$ cat config.mk
export PLATFORM = sky130hd
export DESIGN_NAME = debounce_sync
export DESIGN_NICKNAME = d
export VERILOG_FILES = /design/src/rtl/uart_pkg.sv /design/src/rtl/sync_chain.sv /design/src/rtl/debounce_sync.sv
export SDC_FILE = /design/constraint.sdc
export NUM_CORES = 1
export LEC_CHECK = 0
export ABC_AREA = 1
export CAP_MARGIN = 20
export CORE_AREA = 8 8 46 48
export DETAILED_ROUTE_END_ITERATION = 12
export DIE_AREA = 0 0 54 56
export PLACE_DENSITY = 0.55
export REMOVE_ABC_BUFFERS = 1
export SLEW_MARGIN = 20
export SYNTH_ARGS = -nofsm -noshare
export SYNTH_HDL_FRONTEND = slang
export SYNTH_HIERARCHICAL = 1
export SYNTH_SLANG_ARGS = --single-unit
$ cat constraint.sdc
create_clock -name clk -period 1.49 [get_ports clk]
set_input_delay 0.298 -clock clk [delete_from_list [all_inputs] [get_ports clk]]
set_output_delay 0.298 -clock clk [all_outputs]
set_load 0.05 [all_outputs]
$ cat src/rtl/uart_pkg.sv
// Shared UART definitions: debouncer FSM encodings and a counter-width helper.
package uart_pkg;

    typedef enum logic {
        ST_STABLE  = 1'b0,
        ST_QUALIFY = 1'b1
    } deb_state_e;

    function automatic int cnt_width(input int n);
        return $clog2(n + 1);
    endfunction

endpackage

$ cat src/rtl/sync_chain.sv
// Plain flop chain for bringing an asynchronous input into the clk domain.
module sync_chain #(
    parameter int   STAGES = 2,
    parameter logic INIT   = 1'b1
) (
    input  logic clk,
    input  logic rst,
    input  logic d,
    output logic q
);

    logic [STAGES-1:0] r_sync;

    // shift register, no logic between stages
    always_ff @(posedge clk or posedge rst) begin
        if (rst) begin
            r_sync <= {STAGES{INIT}};
        end else begin
            r_sync <= {r_sync[STAGES-2:0], d};
        end
    end

    assign q = r_sync[STAGES-1];

endmodule

$ cat src/rtl/debounce_sync.sv
// Synchronizes an asynchronous level and accepts a new value only after
// STABLE_CNT consecutive agreeing samples; emits registered edge pulses.
module debounce_sync
    import uart_pkg::*;
#(
    parameter int   SYNC_STAGES = 2,
    parameter int   STABLE_CNT  = 16,
    parameter logic RESET_LEVEL = 1'b1
) (
    input  logic clk,
    input  logic rst,
    input  logic din,
    output logic dout,
    output logic rise,
    output logic fall,
    output logic busy
);

    localparam int            CW        = cnt_width(STABLE_CNT);
    localparam logic [CW-1:0] CNT_ZERO  = CW'(0);
    localparam logic [CW-1:0] CNT_ONE   = CW'(1);
    localparam logic [CW-1:0] CNT_LAST  = CW'(STABLE_CNT - 1);

    logic          w_s;
    deb_state_e    r_state;
    deb_state_e    w_state_nxt;
    logic [CW-1:0] r_cnt;
    logic [CW-1:0] w_cnt_nxt;
    logic          w_toggle;
    logic          r_dout;
    logic          r_rise;
    logic          r_fall;
    logic          r_busy;

    sync_chain #(
        .STAGES (SYNC_STAGES),
        .INIT   (RESET_LEVEL)
    ) u_sync (
        .clk (clk),
        .rst (rst),
        .d   (din),
        .q   (w_s)
    );

    // next-state, counter and toggle decision
    always_comb begin
        w_state_nxt = r_state;
        w_cnt_nxt   = r_cnt;
        w_toggle    = 1'b0;
        case (r_state)
            ST_STABLE: begin
                if (w_s != r_dout) begin
                    if (STABLE_CNT == 1) begin
                        w_toggle  = 1'b1;
                        w_cnt_nxt = CNT_ZERO;
                    end else begin
                        w_state_nxt = ST_QUALIFY;
                        w_cnt_nxt   = CNT_ONE;
                    end
                end else begin
                    w_cnt_nxt = CNT_ZERO;
                end
            end
            ST_QUALIFY: begin
                if (w_s == r_dout) begin
                    w_state_nxt = ST_STABLE;
                    w_cnt_nxt   = CNT_ZERO;
                end else if (r_cnt == CNT_LAST) begin
                    w_toggle    = 1'b1;
                    w_state_nxt = ST_STABLE;
                    w_cnt_nxt   = CNT_ZERO;
                end else begin
                    w_cnt_nxt = r_cnt + CNT_ONE;
                end
            end
            default: begin
                w_state_nxt = ST_STABLE;
                w_cnt_nxt   = CNT_ZERO;
            end
        endcase
    end

    // state, counter and registered outputs; pulses land with the new dout
    always_ff @(posedge clk or posedge rst) begin
        if (rst) begin
            r_state <= ST_STABLE;
            r_cnt   <= CNT_ZERO;
            r_dout  <= RESET_LEVEL;
            r_rise  <= 1'b0;
            r_fall  <= 1'b0;
            r_busy  <= 1'b0;
        end else begin
            r_state <= w_state_nxt;
            r_cnt   <= w_cnt_nxt;
            r_dout  <= r_dout ^ w_toggle;
            r_rise  <= w_toggle & ~r_dout;
            r_fall  <= w_toggle & r_dout;
            r_busy  <= (w_state_nxt == ST_QUALIFY);
        end
    end

    assign dout = r_dout;
    assign rise = r_rise;
    assign fall = r_fall;
    assign busy = r_busy;

endmodule

Word-level counts from Yosys, hierarchy flattened:

Index checks and enable logic that the tools add are counted.

* output and inout bits: 4
* input bits: 3
* bits in registers: 11
* word-level logic and storage cells: 26

* multiplexer cells: 11
* equality and inequality tests: 3
* bitwise logic cells: 5
* $add $sub $neg: 1

Operators by type and width (count)
* two-way mux 5 bit: 2
* case mux 5 bit (2 select lines): 1
* two-way mux 1 bit: 7
* adder 5 x 1 -> 5 bit (second input constant): 1
* equality test 5 x 4 -> 1 bit (second input constant): 1
* bitwise AND 1 bit: 2
* inverter 1 bit: 2
* case mux 1 bit (2 select lines): 1
* equality test 1 bit: 1
* inequality test 1 bit: 1
* bitwise XOR 1 bit: 1

Logic depth before layout (Yosys ltp):

* word-level depth: 5
* mapped depth: 7
* depth with buffers taken out: 7

Hierarchy:

The synthesis kept the hierarchy.

Modules (own cells, without submodules)
* debounce_sync: sequential area each 226.5 µm², area each 400.4 µm², times used 1, cells each 39
* sync_chain: sequential area each 52.6 µm², area each 56.3 µm², times used 1, cells each 3

Worst setup path before layout:

No wires, ideal clock.

* kind: flip-flop to flip-flop
* start point: register r_dout, in the netlist dout
* end point: register r_dout, in the netlist dout
* buffers on the path: 0
* library setup time: 0.058 ns
* clock period less this slack: 1.444 ns
* data arrival time: 1.386 ns
* cell stages (with the launch flop): 7
* slack: 0.046 ns
* data required time: 1.432 ns
* cells stage by stage: dfstp_2 nand2_1 nand2_2 nand2_1 nor2_1 ha_1 inv_1

* cells in the longest elaborated chain, start to end: 4

RTL lines
* start: declaration: RTL line debounce_sync.sv:30 `logic r_dout;`
* start signal: assignment: RTL line debounce_sync.sv:95 `r_dout <= r_dout ^ w_toggle;`
* equality test 1 bit: RTL line debounce_sync.sv:65 `if (w_s == r_dout) begin`
* two-way mux 1 bit: RTL line debounce_sync.sv:65
* two-way mux 1 bit: RTL line debounce_sync.sv:50 `case (r_state)`
* bitwise XOR 1 bit *: RTL line debounce_sync.sv:95

Mark *: on every way between the ends. The rest lies on a longest branch, timed or not.

Worst setup path after layout:

Ends and elaborated chain as after synthesis.

==> summary.md <==
| Metric | Value |
|---|---|
| Routed len/inst | 9.735 um |
| Post-synthesis adder-cell area fraction | slightly above 8% |
| Sink Count | 11 |
| Max Freq | around 740 MHz |
| CTS tree | built |
| Share of the synthesized area in the top cell type | between 40% and 50% |
| Cell row count | 14 |
| Total Neg Setup Slack | 0 ns |
| First-pass DRT Iterations | 2 |
| Total Routed Length | around 660 um |
| Chip width | around 54 um |
| Asr flop ratio synth | 100.0% |
| Number of diodes | 0 |
| Cts bufs inserted | 3 |
| Maximum fanout along the worst path | 4 |
| Critical path startpoint category | register |
| Register bit total from synthesis | 11 |
| Ys flop type | dfrtp_1 |
| Slew Viols, Final | 0 |
| H-tree depth | 1 |
| RSZ-0062 raised after global routing | false |
| I/O pins | 7 |
| Largest family of logic cells by synthesized area | simple AND/OR/NAND/NOR gates |
| Reg2Reg Depth | 6 |
| Clock Skew | roughly 0.0043 ns |
| Core box area | around 1400 sq um |
| Slew headroom | around 77% |
| Final setup vio count | 0 |
| DP HPWL | 528.1 um |
| R2R setup slack | ~0.15 ns |
| Max-cap viol count | 0 |
| Multi-input logic area | 143.9 sq um |
| Post-layout min period | 1.343 ns |
| Cells after synthesis | 42 |
| Global-route wire length before repair | ~1.2 mm |
| Yosys cell types | 16 |
| CP arrival | approximately 1.6 ns |
| Clk buf depth | 2 |
| Yosys warnings | 6 |
| WS Path Type | reg2reg |
| Peak VDD IR | between 0.0005 and 0.0006 V |
| Worst Hold Class | in2async |
| Mux cell area share after synthesis | 0% |
| Share of cells above drive strength 1 | 30.77% |
| Fillers | ~150 |
| Period utilization | between 90 and 100% |
| Final worst slack | 0.1469 ns |
| Largest net degree at the start of global routing | 10 |
| Initial antenna violation count | 0 |
| Worst Setup SP | dout |
| CP endpoint | dout |
| Crit path required time | between 1.5 and 2 ns |
| Post-synthesis average cell area | around 11 sq um |
| Pleak | approximately 0.30 nW |
| Area leader, netlist | dfrtp_1 |
| Mapped Area | between 400 and 500 sq um |
| Worst-margin pin slew | roughly 0.35 ns |
| FF/Latch Area | about 280 sq um |
| Hold Vio Cnt, Final | 0 |
| Pre-CTS WS | 0.1371 ns |
| Count of flip-flops with a built-in enable after synthesis | 0 |
| Vias in the first global route | approximately 300 |
| Root buffer cell | clkbuf_4 |
| Outcome | complete, no violations |
| Clk Latency, worst-skew pair | 0.26 ns |
| Post-synthesis simple-gate area fraction | 16.44% |
| XOR/XNOR Fraction of Synth Area | 3.836% |
| Synth cell count leaders | 8 x dfrtp_1, 8 x inv_1, 4 x nand2_1, 4 x nor2_1 |
| DRC errors left | 0 |
| Seq/Total Area, Yosys | between 60% and 70% |
| Hold_buf cts | 0 |
| Die H | ~56 um |
| Grt ovf | 0 |
| Initial drt markers | 6 |
| GP Congestion | about 0.7 |
| Die area | about 3000 sq um |
| Synth-to-Final Area Change | 32.05% |
| R2R Path Start | dout |
| Initial Util | 31.79% |
| Setup fix buffers added after clock tree synthesis | 0 |
| Pwr Density | slightly below 1000 nW/um^2 |
| Post-CTS Resized | 0 |
| Via count | approximately 300 |
| Post-route ant nets | 0 |
| Critical Path Sink Type | register |
| Drt via density | between 4 and 5 |
| # port buffers | 6 |
| Dominant cells by area after synthesis | dfrtp_1 44%, dfstp_2 17%, ha_1 8.2%, inv_1 6.6%, nand2_1 3.3% |
| RR Endpoint | dout |
| Clock-pin slew on the worst setup and hold paths | around 0.070 ns |
| All-Layer GR Usage | 5.609% |
| Nets | 59 |
| Compound-Gate Fraction of Synth Area | between 3 and 4% |
[cell type report]
class                   count  area share (%)
clock buffers               4           4.357
inverters                   9           5.602
multi-input cells          22           23.86
flip-flops and latches     11           46.27
well taps                  16           3.320
repair buffers              6           16.60
[where the power goes]
group | total, W | leakage, nW | switching (W) | internal [W]
Sequential | 0.000326 | 0.139 | 0.0000132 | 0.000313
Combinational | 0.0000686 | 0.143 | 0.0000372 | 0.0000314
Clock | 0.000192 | 0.0150 | 0.0000891 | 0.000103
[per-stage QoR]
stage	hold WS (ns)	cells	utilization (%)	total power (W)	cell area [sq um]
after global routing	0.3633	68	41.99	0.0006210	603.1
after detailed placement	0.3507	64	40.16	0.0004017	576.8
final	0.3316	68	41.99	0.0005870	603.1
after floorplan	0.1252	42	-	0.0003699	456.7
after global placement	0.3499	64	40.16	0.0004014	576.8
after CTS	0.3430	68	41.99	0.0005999	603.1
[how the worst min path moves through the flow]
stage	startpoint	end	slack (ns)	cells past startpoint
6_report	rst	fall	0.33	2
5_1_grt	u_sync/r_sync[0]	u_sync/r_sync[1]	0.36	0
4_1_cts	rst	rise	0.34	2
3_5_place_dp	u_sync/r_sync[0]	u_sync/r_sync[1]	0.35	0
3_3_place_gp	u_sync/r_sync[0]	u_sync/r_sync[1]	0.35	0
2_1_floorplan	rst	busy	0.13	1
[state kept, by name, indices dropped and copies added, names as in the netlist]
name           cells
busy               1
dout               1
fall               1
r_cnt              5
rise               1
u_sync/r_sync      2
[placed cells by master, fill, tap and decap left out]
master / count
buf_12: 4
ha_1: 3
nand3_1: 2
nor2_1: 4
nand3_2: 1
xor2_1: 1
inv_2: 1
clkbuf_4: 3
nor2_2: 1
inv_1: 8
nand4_1: 1
dfrtp_1: 8
dfstp_2: 3
nand2_1: 4
o21ai_2: 1
xnor2_1: 1
clkdlybuf4s50_1: 2
clkbuf_1: 1
nand2_2: 2
a21oi_1: 1
[layer usage]
layer  vias up  global-route usage [%]  part of all wire [%]  wire length, um
met5         -                       0                     0                0
met4         0                   4.225                   3.9               26
met3         2                   3.209                   6.8               45
met2         9                   7.297                    44              291
met1       137                   6.442                    45              298
li1        146                       -                     -                -
[critical path, stage by stage, from the launching register on]
cell     delay [ns]
dfstp_2        0.58
nand2_1        0.08
nand2_2        0.08
nand2_1        0.08
nor2_1         0.16
ha_1           0.25
inv_1          0.05
[kinds of logic after synthesis]
group / after synthesis
AND/OR/NAND/NOR: 15
flip-flops: 11
buffers and inverters: 9
adder cells (fa/ha/maj): 3
AO/OA/AOI/OAI: 2
XOR/XNOR: 2
No activity file was read; power rests on OpenSTA's default activity.
